File: config.mk
export PLATFORM = sky130hd
export DESIGN_NAME = add_share_arbiter
export DESIGN_NICKNAME = d
export VERILOG_FILES = /design/src/rtl/add_share_arbiter.sv
export SDC_FILE = /design/constraint.sdc
export NUM_CORES = 1
export LEC_CHECK = 0
export ABC_AREA = 0
export CAP_MARGIN = 20
export CORE_ASPECT_RATIO = 1.5
export CORE_MARGIN = 10
export CORE_UTILIZATION = 40
export DETAILED_ROUTE_END_ITERATION = 8
export PLACE_DENSITY = 0.79
export SYNTH_ARGS = -nofsm -noshare
export SYNTH_HDL_FRONTEND = slang
export SYNTH_SLANG_ARGS = --single-unit
File: constraint.sdc
create_clock -name clk -period 4.1 [get_ports clk]
set_clock_uncertainty 0.1 [all_clocks]
set_input_delay 0.615 -clock clk [delete_from_list [all_inputs] [get_ports clk]]
set_output_delay 0.615 -clock clk [all_outputs]
set_load 0.005 [all_outputs]
File: src/rtl/add_share_arbiter.sv
// add_share_arbiter: two requesters time-share one ripple adder.
// Operands are captured per requester slot, steered through a 2:1 mux by the
// registered owner ID, added, and the sum is returned on a held response port.
// Build option: define ADD_SHARE_ARB_FIXED_PRIO_EN for fixed priority (req0
// wins every tie); default is round-robin on the `last` pointer.
module add_share_arbiter #(
    parameter int WIDTH = 8
) (
    input  logic             clk,
    input  logic             rst,
    input  logic             req0_valid,
    output logic             req0_ready,
    input  logic [WIDTH-1:0] req0_a,
    input  logic [WIDTH-1:0] req0_b,
    input  logic             req0_cin,
    input  logic             req1_valid,
    output logic             req1_ready,
    input  logic [WIDTH-1:0] req1_a,
    input  logic [WIDTH-1:0] req1_b,
    input  logic             req1_cin,
    output logic             rsp_valid,
    input  logic             rsp_ready,
    output logic [WIDTH-1:0] rsp_sum,
    output logic             rsp_cout,
    output logic             rsp_id
);

    typedef struct packed {
        logic [WIDTH-1:0] a;
        logic [WIDTH-1:0] b;
        logic             cin;
    } req_t;

    typedef enum logic [1:0] {IDLE, EXEC, RESP} state_t;

    state_t          state;
    logic            last;
    logic            id_q;
    req_t [1:0]      op_q;
    req_t [1:0]      req_in;
    req_t            mux_op;
    logic            pick0;
    logic            gnt0;
    logic            gnt1;
    logic [WIDTH:0]  carry;
    logic [WIDTH-1:0] sum_w;

    assign req_in[0] = {req0_a, req0_b, req0_cin};
    assign req_in[1] = {req1_a, req1_b, req1_cin};

    // Tie-break choice: requester 0 wins a tie when it was not served last
    // (or always, in the fixed-priority build).
`ifdef ADD_SHARE_ARB_FIXED_PRIO_EN
    assign pick0 = 1'b1;
`else
    assign pick0 = last;
`endif

    // Grant from the valids; at most one grant is ever asserted.
    always_comb begin
        gnt0 = req0_valid & (~req1_valid | pick0);
        gnt1 = req1_valid & ~gnt0;
    end

    assign req0_ready = (state == IDLE) & gnt0 & ~rst;
    assign req1_ready = (state == IDLE) & gnt1 & ~rst;

    // Shared datapath: operand mux selected by the owner, then a ripple chain.
    assign mux_op   = op_q[id_q];
    assign carry[0] = mux_op.cin;
    for (genvar i = 0; i < WIDTH; i++) begin : g_rca
        assign sum_w[i]   = mux_op.a[i] ^ mux_op.b[i] ^ carry[i];
        assign carry[i+1] = (mux_op.a[i] & mux_op.b[i]) |
                            (carry[i] & (mux_op.a[i] ^ mux_op.b[i]));
    end

    // Sequencer: capture on request handshake, register the sum, hold it
    // until the consumer takes it. Reset discards anything in flight.
    always_ff @(posedge clk or posedge rst) begin
        if (rst) begin
            state     <= IDLE;
            last      <= 1'b1;
            id_q      <= 1'b0;
            op_q      <= '0;
            rsp_valid <= 1'b0;
            rsp_sum   <= '0;
            rsp_cout  <= 1'b0;
            rsp_id    <= 1'b0;
        end else begin
            case (state)
                IDLE: begin
                    if (req0_ready | req1_ready) begin
                        id_q       <= gnt1;
                        op_q[gnt1] <= req_in[gnt1];
                        last       <= gnt1;
                        state      <= EXEC;
                    end
                end
                EXEC: begin
                    rsp_sum   <= sum_w;
                    rsp_cout  <= carry[WIDTH];
                    rsp_id    <= id_q;
                    rsp_valid <= 1'b1;
                    state     <= RESP;
                end
                RESP: begin
                    if (rsp_ready) begin
                        rsp_valid <= 1'b0;
                        state     <= IDLE;
                    end
                end
                default: state <= IDLE;
            endcase
        end
    end

endmodule

==> results by group <==
Finish
  • Area Growth Syn to Fin: 32.2%
  • Ant. Diodes: 0
  • Final core occ: 0.547
  • Finished layout cell area: 3000 um^2
  • Share of cells above drive strength 1: 0.426
  • Final std cells w/o fill: 272
  • Final net count: 248

Place
  • Placed Instances: 262
  • GP Congestion: 0.717
  • Dpl hpwl: 3.44 mm
  • Buffers on Ports: 51
  • Pre-CTS setup slack: 0.0396 ns
  • DP Area: 2840 um^2

Clocking
  • CTS tree: yes
  • Clk root buf: clkbuf_8
  • Post-CTS Setup Bufs: 0
  • Clock latency on the worst-skew pair: 0.29 ns
  • CTS Sinks: 49
  • Cts hold-fix bufs: 0
  • Post-CTS sizing: 0
  • Clock-pin slew on the worst setup and hold paths: 0.09 ns
  • Max Root-Sink Buffers: 2
  • CTS Buf Count: 5
  • H-tree depth: 2

Worst setup path
  • Critical Path RT: 4.22 ns
  • Worst path top cell family by delay: adder cells
  • Critical-path maximum fanout: 4
  • Arrival @ worst endpoint: 4.15 ns
  • Setup crit start kind: flop
  • Crit path top cell by count: fa_2
  • Number of buffers and inverters on the critical path: 1
  • Max incr delay on CP: 0.45 ns
  • Worst setup path startpoint: id_q
  • Critical-path cell list: mux2_4 > fa_2 > fa_2 > fa_2 > fa_2 > fa_2 > fa_2 > fa_2 > inv_2 > fa_1 > a21oi_2
  • Worst reg2reg startpoint: id_q
  • Crit end category: flop
  • Crit Path Class: flop to flop
  • Worst path slowest cell: dfrtp_2

Drt
  • Via count: 1,310
  • Final wirelength: 4.46 mm
  • Pre-antenna DRT Iters: 4
  • DR WL/cell: 16.4 um
  • Routed Antenna Nets: 0
  • Drt via density: 4.82
  • 1st-iter DRT viols: 19
  • DRC viols: 0

GRT
  • First-pass GRT wire length: 7.13 mm
  • Initial antenna violation count: 0
  • Vias in the first global route: 1,504
  • Total GRT Usage: 0.100
  • Largest net degree at the start of global routing: 50
  • GR Overflow Total: 0

Power
  • Pwr/cell area: 769 nW/um^2
  • Leakage: 1.26 nW
  • Pwr Total: 2.31 mW
  • Worst VDD drop: 0.419 mV

Die
  • DIE AREA: 9160 um^2
  • I/O pin cnt: 52
  • Die Width: 81.5 um
  • Die Y: 112 um
  • Core area: 5490 um^2
  • Initial Utilization: 0.414
  • Row cnt: 33

Synth
  • Yosys cell types: 23
  • Ys Warns: 0
  • Post-synthesis sequential area ratio: 0.540
  • Synthesized area: 2270 um^2
  • Flops & latches, synth: 49
  • Syn_nets: 192
  • Top cells by area, synth: dfrtp_1 (53%), mux2_2 (25%), fa_1 (7.0%), mux2_4 (4.6%), dfstp_2 (1.2%)
  • Yosys top cell by area: dfrtp_1
  • Cells after Synth: 145
  • Mean Syn Cell Area: 15.7 um^2
  • Top-area cell type share of the netlist area: 0.529

Min path
  • Hold/Removal Path Class: flop to flop
  • HP Start: op_q[13]

Timing
  • Fmax achieved: 248 MHz
  • Period utilization: 0.983
  • Hold Slack: 0.408 ns
  • Final setup vio count: 0
  • RSZ-0062 raised after global routing: no
  • Period minus WS final: 4.03 ns
  • Pins Over Slew Limit: 0
  • Slew headroom: 0.610
  • Sum of negative setup slack: 0 ns
  • Worst slew pin tran: 0.584 ns
  • PnR worst setup slack: 0.0706 ns
  • Hold Vio Cnt, Final: 0

Run
  • Max Cap Violations: 0

Outcome
  • Status: finished, final reports clean
==> area by class of cell <==
class	instances	area (um^2)
Tap cell	70	87.6
Fill cell	453	2490
Sequential cell	49	1230
Clock buffer	7	86.3
Timing Repair Buffer	55	557
Inverter	6	25.0
Clock inverter	1	30.0
Multi-Input combinational cell	84	988
==> path summary, 6_finish.rpt <==
| check | endpoint | cells past startpoint | slack, ns |
|---|---|---|---|
| worst min-delay path | op_q[13] | 1 | 0.41 |
| worst max-delay path | rsp_sum[7] | 11 | 0.07 |
| worst min register to register | op_q[13] | 1 | 0.41 |
| max in group asynchronous | last | 3 | 2.87 |
| min in group asynchronous | rsp_sum[0] | 2 | 0.52 |
| worst max register to register | rsp_sum[7] | 11 | 0.07 |
==> placed cells by master, fill, tap and decap left out, types with 2 or more instances in the layout <==
cell | synthesis | final
mux2i_1 | 2 | 2
fa_2 | 0 | 7
mux2_4 | 7 | 9
mux2_2 | 50 | 48
inv_2 | 0 | 2
nor2_1 | 3 | 3
inv_1 | 5 | 3
a21o_2 | 2 | 2
buf_4 | 1 | 2
nand2_1 | 2 | 2
nand3_2 | 2 | 2
clkdlybuf4s50_1 | 0 | 51
clkbuf_8 | 0 | 6
dfrtp_1 | 48 | 47
==> cells by family after synthesis <==
kind of cell / share of synthesized area
mux: 0.303
fa+ha+maj: 0.0705
buf+inv: 0.0374
flops: 0.540
compound gates: 0.0171
simple gates: 0.0319
==> state kept, by name (all words and copies together), names as in the netlist <==
name / cells
id_q: 1
last: 1
op_q: 34
rsp_cout: 1
rsp_id: 1
rsp_sum: 8
rsp_valid: 1
state: 2
==> metal layers <==
metal / track usage / wire length (um)
met1: 0.106 / 1690
met2: 0.179 / 2470
met3: 0.0399 / 258
met4: 0.0209 / 32
met5: 0 / 0
==> power breakdown <==
part | total [mW] | switching [mW] | internal, mW
sequential | 0.879 | 0.143 | 0.736
clock | 0.348 | 0.149 | 0.199
combinational | 1.08 | 0.410 | 0.672
==> Yosys cell counts, drive strengths merged <==
library cell and number:
nor2b 1, nand2 2, fa 8, mux2 57
nor3 1, nand3 3, a21oi 2, nand2b 1
inv 6, o21ai 1, a31oi 1, mux2i 2
dfstp 1, nor2 3, a21o 2, dfrtp 48
buf 6
No activity file was read; power rests on OpenSTA's default activity.
